[config.mk]
export PLATFORM = sky130hd
export DESIGN_NAME = param_fifo_flat
export DESIGN_NICKNAME = d
export VERILOG_FILES = /design/src/rtl/param_fifo_if.sv /design/src/rtl/param_fifo.sv /design/src/flat_wrapper.sv
export SDC_FILE = /design/constraint.sdc
export NUM_CORES = 1
export LEC_CHECK = 0
export ABC_CLOCK_PERIOD_IN_PS = 3900
export BUFFER_PORTS_ARGS = -buffer_cell sky130_fd_sc_hd__buf_2
export CAP_MARGIN = 40
export CORE_MARGIN = 8
export CORE_UTILIZATION = 50
export CTS_CLUSTER_DIAMETER = 100
export DETAILED_ROUTE_END_ITERATION = 10
export MAX_ROUTING_LAYER = met4
export PLACE_DENSITY = 0.76
export SYNTH_ARGS = -nofsm -noshare
export SYNTH_HDL_FRONTEND = slang
export SYNTH_SLANG_ARGS = --single-unit
[constraint.sdc]
create_clock -name clk -period 3.9 [get_ports clk]
set_input_delay 0.78 -clock clk [delete_from_list [all_inputs] [get_ports clk]]
set_output_delay 0.78 -clock clk [all_outputs]
set_load 0.05 [all_outputs]
[src/rtl/param_fifo_if.sv]
// Handshake and status bundle for param_fifo: the producer/consumer side
// drives the request signals (master) and the FIFO answers (slave).
interface param_fifo_if #(
  parameter int WIDTH = 16,
  parameter int DEPTH = 32
);
  localparam int CW = $clog2(DEPTH + 1);

  logic             flush;
  logic             wr_en;
  logic [WIDTH-1:0] din;
  logic             rd_en;
  logic [WIDTH-1:0] dout;
  logic             dout_valid;
  logic             full;
  logic             empty;
  logic             almost_full;
  logic             almost_empty;
  logic [CW-1:0]    count;
  logic             overflow;
  logic             underflow;

  modport master (
    output flush, wr_en, din, rd_en,
    input  dout, dout_valid, full, empty, almost_full, almost_empty,
           count, overflow, underflow
  );

  modport slave (
    input  flush, wr_en, din, rd_en,
    output dout, dout_valid, full, empty, almost_full, almost_empty,
           count, overflow, underflow
  );
endinterface

[src/rtl/param_fifo.sv]
// Parametrised single-clock FIFO for any DEPTH >= 2, with registered-read or
// first-word-fall-through output, almost flags, sticky error flags and flush.
module param_fifo #(
  parameter int WIDTH        = 16,
  parameter int DEPTH        = 32,
  parameter int FWFT         = 0,
  parameter int AFULL_LEVEL  = DEPTH - 2,
  parameter int AEMPTY_LEVEL = 2
) (
  input  logic        clk,
  input  logic        rst,
  param_fifo_if.slave bus
);
  localparam int CW = $clog2(DEPTH + 1);
  localparam int PW = $clog2(DEPTH);
  localparam logic [PW-1:0] LAST = PW'(DEPTH - 1);

  logic [WIDTH-1:0] mem [DEPTH];
  logic [PW-1:0]    wr_ptr;
  logic [PW-1:0]    rd_ptr;
  logic [CW-1:0]    count_q;
  logic [CW-1:0]    count_d;
  logic             full_int;
  logic             empty_int;
  logic             wr_acc;
  logic             rd_acc;
  logic             overflow_q;
  logic             underflow_q;

  // Explicit wrap so non-power-of-two depths never address past the last entry.
  function automatic logic [PW-1:0] ptr_inc(input logic [PW-1:0] p);
    return (p == LAST) ? '0 : p + PW'(1);
  endfunction

  assign full_int  = (count_q == CW'(DEPTH));
  assign empty_int = (count_q == '0);
  assign wr_acc    = bus.wr_en & ~full_int  & ~bus.flush;
  assign rd_acc    = bus.rd_en & ~empty_int & ~bus.flush;

  always_comb begin
    // NOTE: count_d gets its default first so every path assigns it and no latch is inferred.
    count_d = count_q;
    if (bus.flush)
      count_d = '0;
    else if (wr_acc && !rd_acc)
      count_d = count_q + CW'(1);
    else if (rd_acc && !wr_acc)
      count_d = count_q - CW'(1);
  end

  always_ff @(posedge clk or posedge rst) begin
    // NOTE: state uses non-blocking assignments so every register samples pre-edge values.
    if (rst) begin
      wr_ptr      <= '0;
      rd_ptr      <= '0;
      count_q     <= '0;
      overflow_q  <= 1'b0;
      underflow_q <= 1'b0;
    end else begin
      count_q <= count_d;
      if (bus.flush) begin
        wr_ptr      <= '0;
        rd_ptr      <= '0;
        overflow_q  <= 1'b0;
        underflow_q <= 1'b0;
      end else begin
        if (wr_acc) wr_ptr <= ptr_inc(wr_ptr);
        if (rd_acc) rd_ptr <= ptr_inc(rd_ptr);
        if (bus.wr_en && full_int)  overflow_q  <= 1'b1;
        if (bus.rd_en && empty_int) underflow_q <= 1'b1;
      end
    end
  end

  // NOTE: storage is deliberately not reset; count and pointers alone define what is valid.
  always_ff @(posedge clk) begin
    if (wr_acc) mem[wr_ptr] <= bus.din;
  end

  generate
    if (FWFT != 0) begin : g_fwft
      assign bus.dout       = mem[rd_ptr];
      assign bus.dout_valid = ~empty_int;
    end else begin : g_reg
      logic [WIDTH-1:0] dout_q;
      logic             valid_q;

      always_ff @(posedge clk or posedge rst) begin
        if (rst) begin
          dout_q  <= '0;
          valid_q <= 1'b0;
        end else if (bus.flush) begin
          dout_q  <= '0;
          valid_q <= 1'b0;
        end else begin
          valid_q <= rd_acc;
          if (rd_acc) dout_q <= mem[rd_ptr];
        end
      end

      assign bus.dout       = dout_q;
      assign bus.dout_valid = valid_q;
    end
  endgenerate

  assign bus.full         = full_int;
  assign bus.empty        = empty_int;
  assign bus.almost_full  = (count_q >= CW'(AFULL_LEVEL));
  assign bus.almost_empty = (count_q <= CW'(AEMPTY_LEVEL));
  assign bus.count        = count_q;
  assign bus.overflow     = overflow_q;
  assign bus.underflow    = underflow_q;
endmodule

[src/flat_wrapper.sv]
// flat-port wrapper written by rule: the top's interface ports become plain ports
module param_fifo_flat 
#(
  parameter int WIDTH        = 16,
  parameter int DEPTH        = 32,
  parameter int FWFT         = 0,
  parameter int AFULL_LEVEL  = DEPTH - 2,
  parameter int AEMPTY_LEVEL = 2
)
  (clk, rst, bus_flush, bus_wr_en, bus_din, bus_rd_en, bus_dout, bus_dout_valid, bus_full, bus_empty, bus_almost_full, bus_almost_empty, bus_count, bus_overflow, bus_underflow);
  param_fifo_if #(.WIDTH(WIDTH), .DEPTH(DEPTH)) bus_i ();
  input  logic clk;
  input  logic rst;
  input wire logic [$bits(bus_i.flush)-1:0] bus_flush;
  input wire logic [$bits(bus_i.wr_en)-1:0] bus_wr_en;
  input wire logic [$bits(bus_i.din)-1:0] bus_din;
  input wire logic [$bits(bus_i.rd_en)-1:0] bus_rd_en;
  output wire logic [$bits(bus_i.dout)-1:0] bus_dout;
  output wire logic [$bits(bus_i.dout_valid)-1:0] bus_dout_valid;
  output wire logic [$bits(bus_i.full)-1:0] bus_full;
  output wire logic [$bits(bus_i.empty)-1:0] bus_empty;
  output wire logic [$bits(bus_i.almost_full)-1:0] bus_almost_full;
  output wire logic [$bits(bus_i.almost_empty)-1:0] bus_almost_empty;
  output wire logic [$bits(bus_i.count)-1:0] bus_count;
  output wire logic [$bits(bus_i.overflow)-1:0] bus_overflow;
  output wire logic [$bits(bus_i.underflow)-1:0] bus_underflow;
  assign bus_i.flush = bus_flush;
  assign bus_i.wr_en = bus_wr_en;
  assign bus_i.din = bus_din;
  assign bus_i.rd_en = bus_rd_en;
  assign bus_dout = bus_i.dout;
  assign bus_dout_valid = bus_i.dout_valid;
  assign bus_full = bus_i.full;
  assign bus_empty = bus_i.empty;
  assign bus_almost_full = bus_i.almost_full;
  assign bus_almost_empty = bus_i.almost_empty;
  assign bus_count = bus_i.count;
  assign bus_overflow = bus_i.overflow;
  assign bus_underflow = bus_i.underflow;
  param_fifo #(.WIDTH(WIDTH), .DEPTH(DEPTH), .FWFT(FWFT), .AFULL_LEVEL(AFULL_LEVEL), .AEMPTY_LEVEL(AEMPTY_LEVEL)) u_core (.clk(clk), .rst(rst), .bus(bus_i));
endmodule
==> out/qor.yml, run 1 <==
run:
  cap_violations: 0
pwr:
  total_power_mw: 14.4
  vdd_drop_max_v: 0.000361
  power.density_mw_per_mm2: 594
  p_leak_nw: 7.86
timing:
  setup_ws_ns: 0.634
  timing.final.crit_share: 0.837
  drv_slew: 0
  layout_min_cycle_time_ns: 3.27
  rsz0062_at_grt: "no"
  hold_viol_final: 0
  max_freq_mhz: 306
  tightest_slew_ns: 0.824
  fin_skew_ns: 0.0238
  slew_headroom: 0.450
  setup_viol: 0
  tns_ns: 0
clock_network:
  cts_hold_buf: 0
  clockRootBuffer: "clkbuf_16"
  clock_sinks: 547
  cts_inserted_buffers: 53
  cts_setup_buffers: 0
  post_cts_resize_count: 0
  htreeDepth: 2
  cts.clk_slew.worst_paths_ns: 0.07
  clock_latency_ns: 0.58
  cts.path.max_buffers: 3
  cts_tree: "built"
layout:
  n_fill_cell: 2893
  drive_gt1_frac: 0.281
  final_common_cell: "edfxtp_1"
  area.growth.synth_to_final_pct: 14.2
  final_cell_mix: "edfxtp_1 (512), mux4_2 (129), nor2_1 (65)"
  finalNetCount: 1171
  multiInputGateArea_mm2: 0.00473
  ff_latch_area_mm2: 0.0163
  fin_area_mm2: 0.0243
routing:
  drcViolationCount: 0
  routed_wl_um: 50300
  routed-via-count: 10953
  drt-initial-drc-count: 1344
  drt-pass1-iter-count: 6
  wl_per_cell_um: 29.3
  ant_nets: 0
  vias_per_cell: 6.37
yosys:
  synth_flop_cell: "edfxtp_1"
  synth_nets: 1063
  netlist_area_mm2: 0.0212
  yosys.cell_types.count: 44
  synth_edf_count: 512
  async_reset_ff_frac: 0.0640
  ys_ff_latch: 547
  syn_area_per_cell_um2: 20.6
  yosysWarnings: 0
  yosysSeqAreaShare: 0.765
  syn_inst: 1030
critical_path:
  cp_top_family: "simple AND/OR/NAND/NOR gates"
  required_ns: 4.36
  path_depth: 11
  startpoint_type: "flip-flop"
  worstPathArrival_ns: 3.73
  worstPathMaxFanout: 12
  path_cells: "or3b_4, o41ai_4, buf_4, nor2_1, nand2_1, ha_1, a211oi_1, o21bai_1, a21oi_1, mux2i_1, mux2_1"
  ff2ff_path_depth: 11
  worst-setup-path-type: "reg -> reg"
  endpoint_kind: "flip-flop"
  worst_path_largest_cell_delay_ns: 0.51
  crit_buf_inv: 1
  cpMaxStageDelayCell: "dfrtp_1"
place:
  dp_slack_ns: 0.585
  placed_area_mm2: 0.0225
  hpwl_um: 28800
  place.gp.congestion: 0.850
  io_buffers: 49
floorplanning:
  die_h_um: 222
  ios: 50
  coreArea_mm2: 0.0419
  num_rows: 75
  dieArea_mm2: 0.0493
  die_w_um: 222
  initial_core_util: 0.506
global_route:
  grt_pass1_vias: 11377
  grt_pass1_wl_um: 74400
  grt_max_degree: 53
  antenna_found_initial: 2
  overflow: 0
  grtUsageTotal: 0.209
run_status:
  status: "finished clean"
hold_path:
  hold_class: "in -> async"
## path summary, 6_finish.rpt
kind	to	start	slack [ns]
max	u_core.bus.count[5]	u_core.bus.count[0]	0.63
min	u_core.rd_ptr[2]	rst	0.26
max reg2reg	u_core.bus.count[5]	u_core.bus.count[0]	0.63
min reg2reg	u_core.bus.overflow	u_core.bus.overflow	0.49
max in group asynchronous	u_core.bus.dout[14]	rst	2.94
min in group clk	u_core.bus.overflow	u_core.bus.overflow	0.49
## stage by stage
stage,cells,utilization,hold slack (ns)
2_1_floorplan,1030,-,0.505
4_1_cts,1718,0.578,0.247
5_1_grt,1720,0.578,0.285
6_report,1720,0.578,0.261
3_5_place_dp,1622,0.536,0.478
3_3_place_gp,1618,0.534,0.477
## state kept, by name, indices dropped and copies added (netlist names)
register,count
u_core.rd_ptr,5
u_core.bus.dout,16
u_core.bus.dout_valid,1
u_core.mem,512
u_core.bus.overflow,1
u_core.bus.underflow,1
u_core.bus.count,6
u_core.wr_ptr,5
## Yosys cell counts (all sizes together) (4+ instances only)
| master | instances | area [um2] |
|---|---|---|
| mux2i | 8 | 80.1 |
| a21oi | 29 | 145 |
| xnor2 | 4 | 42.6 |
| nor2b | 6 | 37.5 |
| nor3 | 18 | 90.1 |
| dfrtp | 35 | 876 |
| a211oi | 17 | 128 |
| mux4 | 129 | 2910 |
| inv | 6 | 22.5 |
| ha | 11 | 138 |
| nor2 | 67 | 251 |
| nand2 | 26 | 97.6 |
| clkbuf | 36 | 135 |
| nand3b | 4 | 30.0 |
| o21ai | 6 | 30.0 |
| nand3 | 4 | 20.0 |
| or3b | 4 | 37.5 |
| a22oi | 60 | 450 |
| buf | 23 | 123 |
| edfxtp | 512 | 15400 |
## kinds of logic (layout without fill, tap and decap cells)
group / Yosys count / after routing / synth area share
flip-flops: 547 / 547 / 0.765
AND/OR/NAND/NOR: 142 / 142 / 0.0310
multiplexers: 138 / 138 / 0.141
AO/OA/AOI/OAI: 122 / 122 / 0.0403
buffers and inverters: 65 / 214 / 0.0132
adder cells (fa/ha/maj): 12 / 12 / 0.00742
XOR/XNOR: 4 / 4 / 0.00200
other: 0 / 2 / 0
## cell type report
cell class,count,area share
Clock buffer,67,0.0586
Sequential cell,547,0.670
Multi-Input combinational cell,418,0.195
Clock inverter,29,0.0143
Tap cell,539,0.0278
Inverter,6,0.000929
Timing Repair Buffer,112,0.0328
Antenna cell,2,0.000206
## routing by layer
layer / vias up / global-route usage / routed length [um]
met5: - / - / 0
met4: 0 / 0.0860 / 2120
met3: 109 / 0.0538 / 5360
met2: 664 / 0.318 / 23700
met1: 5678 / 0.267 / 19100
li1: 4502 / - / -
## report_power, final
| part | switching [mW] | internal [mW] |
|---|---|---|
| clock | 2.11 | 3.10 |
| combinational | 1.42 | 0.999 |
| sequential | 0.230 | 6.54 |
| total | 3.76 | 10.6 |
Power figures use the tool's default switching activity.
==> run 2: changes to the inputs <==
- ABC_CLOCK_PERIOD_IN_PS: 3900 -> 3350
- clock period: 3.9 -> 3.35 ns (I/O delays scaled with it)
==> run 2 against run 1 <==
Critical endpoint unchanged; flip-flop and latch count did not move; clock skew rose by 0.0026 ns; critical path type unchanged; highest routed layer unchanged; utilization fell by 0.34 points; critical path depth fell by 2; largest power group unchanged; maximum frequency rose by 8.8%.
==> out/qor.yml, run 2 (synthesized netlist as in run 1, its figures left out) <==
global_route:
  antenna_found_initial: 3
  grtUsageTotal: 0.201
  grt_pass1_vias: 10898
  grt_max_degree: 59
  grt_pass1_wl_um: 71400
  overflow: 0
routing:
  drt-pass1-iter-count: 5
  drcViolationCount: 0
  routed-via-count: 10794
  wl_per_cell_um: 28.5
  ant_nets: 0
  drt-initial-drc-count: 1342
  vias_per_cell: 6.29
  routed_wl_um: 48900
timing:
  rsz0062_at_grt: "no"
  tightest_slew_ns: 0.907
  layout_min_cycle_time_ns: 3.00
  slew_headroom: 0.395
  max_freq_mhz: 333
  timing.final.crit_share: 0.896
  setup_viol: 0
  fin_skew_ns: 0.0263
  tns_ns: 0
  drv_slew: 0
  hold_viol_final: 0
layout:
  n_fill_cell: 2929
  drive_gt1_frac: 0.283
  top_register: "u_core.mem"
  final_cell_mix: "edfxtp_1 (512), mux4_2 (129), a22oi_1 (60)"
  multiInputGateArea_mm2: 0.00476
  ff_latch_area_mm2: 0.0163
  fin_area_mm2: 0.0241
  final_common_cell: "edfxtp_1"
  finalNetCount: 1169
  largest_reg_flops: 512
  area.growth.synth_to_final_pct: 13.5
pwr:
  power.density_mw_per_mm2: 671
  p_int_mw: 11.9
  clkPwrFrac: 0.338
  vdd_drop_max_v: 0.000433
  combPwrFrac: 0.178
  p_leak_nw: 7.77
  p_sw_frac: 0.265
  netSwitchingPower_mw: 4.28
  power_frac_seq: 0.484
clock_network:
  cts_hold_buf: 0
  cts.path.max_buffers: 3
  post_cts_resize_count: 0
  cts_tree: "built"
  cts_inserted_buffers: 51
  cts.clk_slew.worst_paths_ns: 0.06
  clock_latency_ns: 0.59
  clock_sinks: 547
  htreeDepth: 2
  cts_setup_buffers: 0
  clockRootBuffer: "clkbuf_16"
floorplanning:
  dieArea_mm2: 0.0493
  ios: 50
  coreArea_mm2: 0.0419
  num_rows: 75
  initial_core_util: 0.506
  die_w_um: 222
  die_h_um: 222
critical_path:
  reg2reg_to: "u_core.bus.count[5]"
  worstPathMaxFanout: 7
  required_ns: 3.81
  crit_start: "u_core.bus.count[2]"
  ff2ff_path_depth: 9
  worst-setup-path-type: "reg -> reg"
  r2r_slack_ns: 0.35
  worstPathArrival_ns: 3.46
  endpoint_kind: "flip-flop"
  startpoint_type: "flip-flop"
  crit-reg2reg-launch: "u_core.bus.count[2]"
  crit_path_end: "u_core.bus.count[5]"
hold_path:
  hold_class: "in -> async"
place:
  placed_area_mm2: 0.0225
  io_buffers: 49
  place.gp.congestion: 0.863
  hpwl_um: 27800
run:
  cap_violations: 0
run_status:
  status: "finished clean"
## run 2: cell types whose count changed in the layout (fill, tap and decap cells not counted), sizes merged
cell | before | now
clkbuf | 67 | 66
clkinvlp | 3 | 0
clkinv | 17 | 21
diode | 2 | 3
bufinv | 8 | 3
## run 2: through the flow
step	util	hold WS [ns]	cells	worst slack (ns)	total power [mW]
6_report	0.575	0.0775	1716	0.349	16.2
5_1_grt	0.575	0.109	1716	0.197	16.7
4_1_cts	0.575	0.0762	1713	0.354	16.3
3_5_place_dp	0.537	0.479	1622	0.389	10.8
3_3_place_gp	0.537	0.476	1621	0.387	10.8
2_1_floorplan	-	0.505	1030	0.0329	10.0
## run 2: layout make-up
type	count	area share
diodes	3	0.000311
well taps	539	0.0280
multi-input cells	418	0.197
clock buffers	66	0.0562
repair buffers	112	0.0343
inverters	6	0.000934
flip-flops and latches	547	0.675
clock inverters	25	0.00846
## run 2: how the worst min path moves through the flow
stage | start | endpoint | slack, ns
global placement | u_core.bus.underflow | u_core.bus.underflow | 0.48
finish | rst | u_core.bus.count[0] | 0.08
detailed placement | u_core.bus.overflow | u_core.bus.overflow | 0.48
CTS | rst | u_core.bus.count[0] | 0.08
floorplan | u_core.wr_ptr[3] | u_core.wr_ptr[3] | 0.50
global route | rst | u_core.bus.count[0] | 0.11
## run 2: layer usage
layer	global-route usage	routed length, um	vias to the layer above
li1	-	-	4490
met1	0.259	19100	5620
met2	0.305	23000	582
met3	0.0542	5010	102
met4	0.0806	1800	0
met5	-	0	-
## run 2: critical path, stage by stage, from the launching register on
cell	delay, ns
dfrtp_2	0.48
or4_4	0.60
o31ai_4	0.21
nand2_1	0.17
ha_1	0.33
a211oi_1	0.25
o21bai_1	0.10
a21oi_1	0.18
mux2i_1	0.22
mux2_1	0.34
## run 2: power by group through the flow
| stage | logic (mW) | clock network, mW | registers, mW |
|---|---|---|---|
| global placement | 2.84 | 0 | 7.96 |
| CTS | 2.90 | 5.55 | 7.83 |
| finish | 2.88 | 5.47 | 7.83 |
| floorplan | 1.81 | 0 | 8.19 |
| detailed placement | 2.88 | 0 | 7.97 |
| global route | 3.07 | 5.78 | 7.85 |
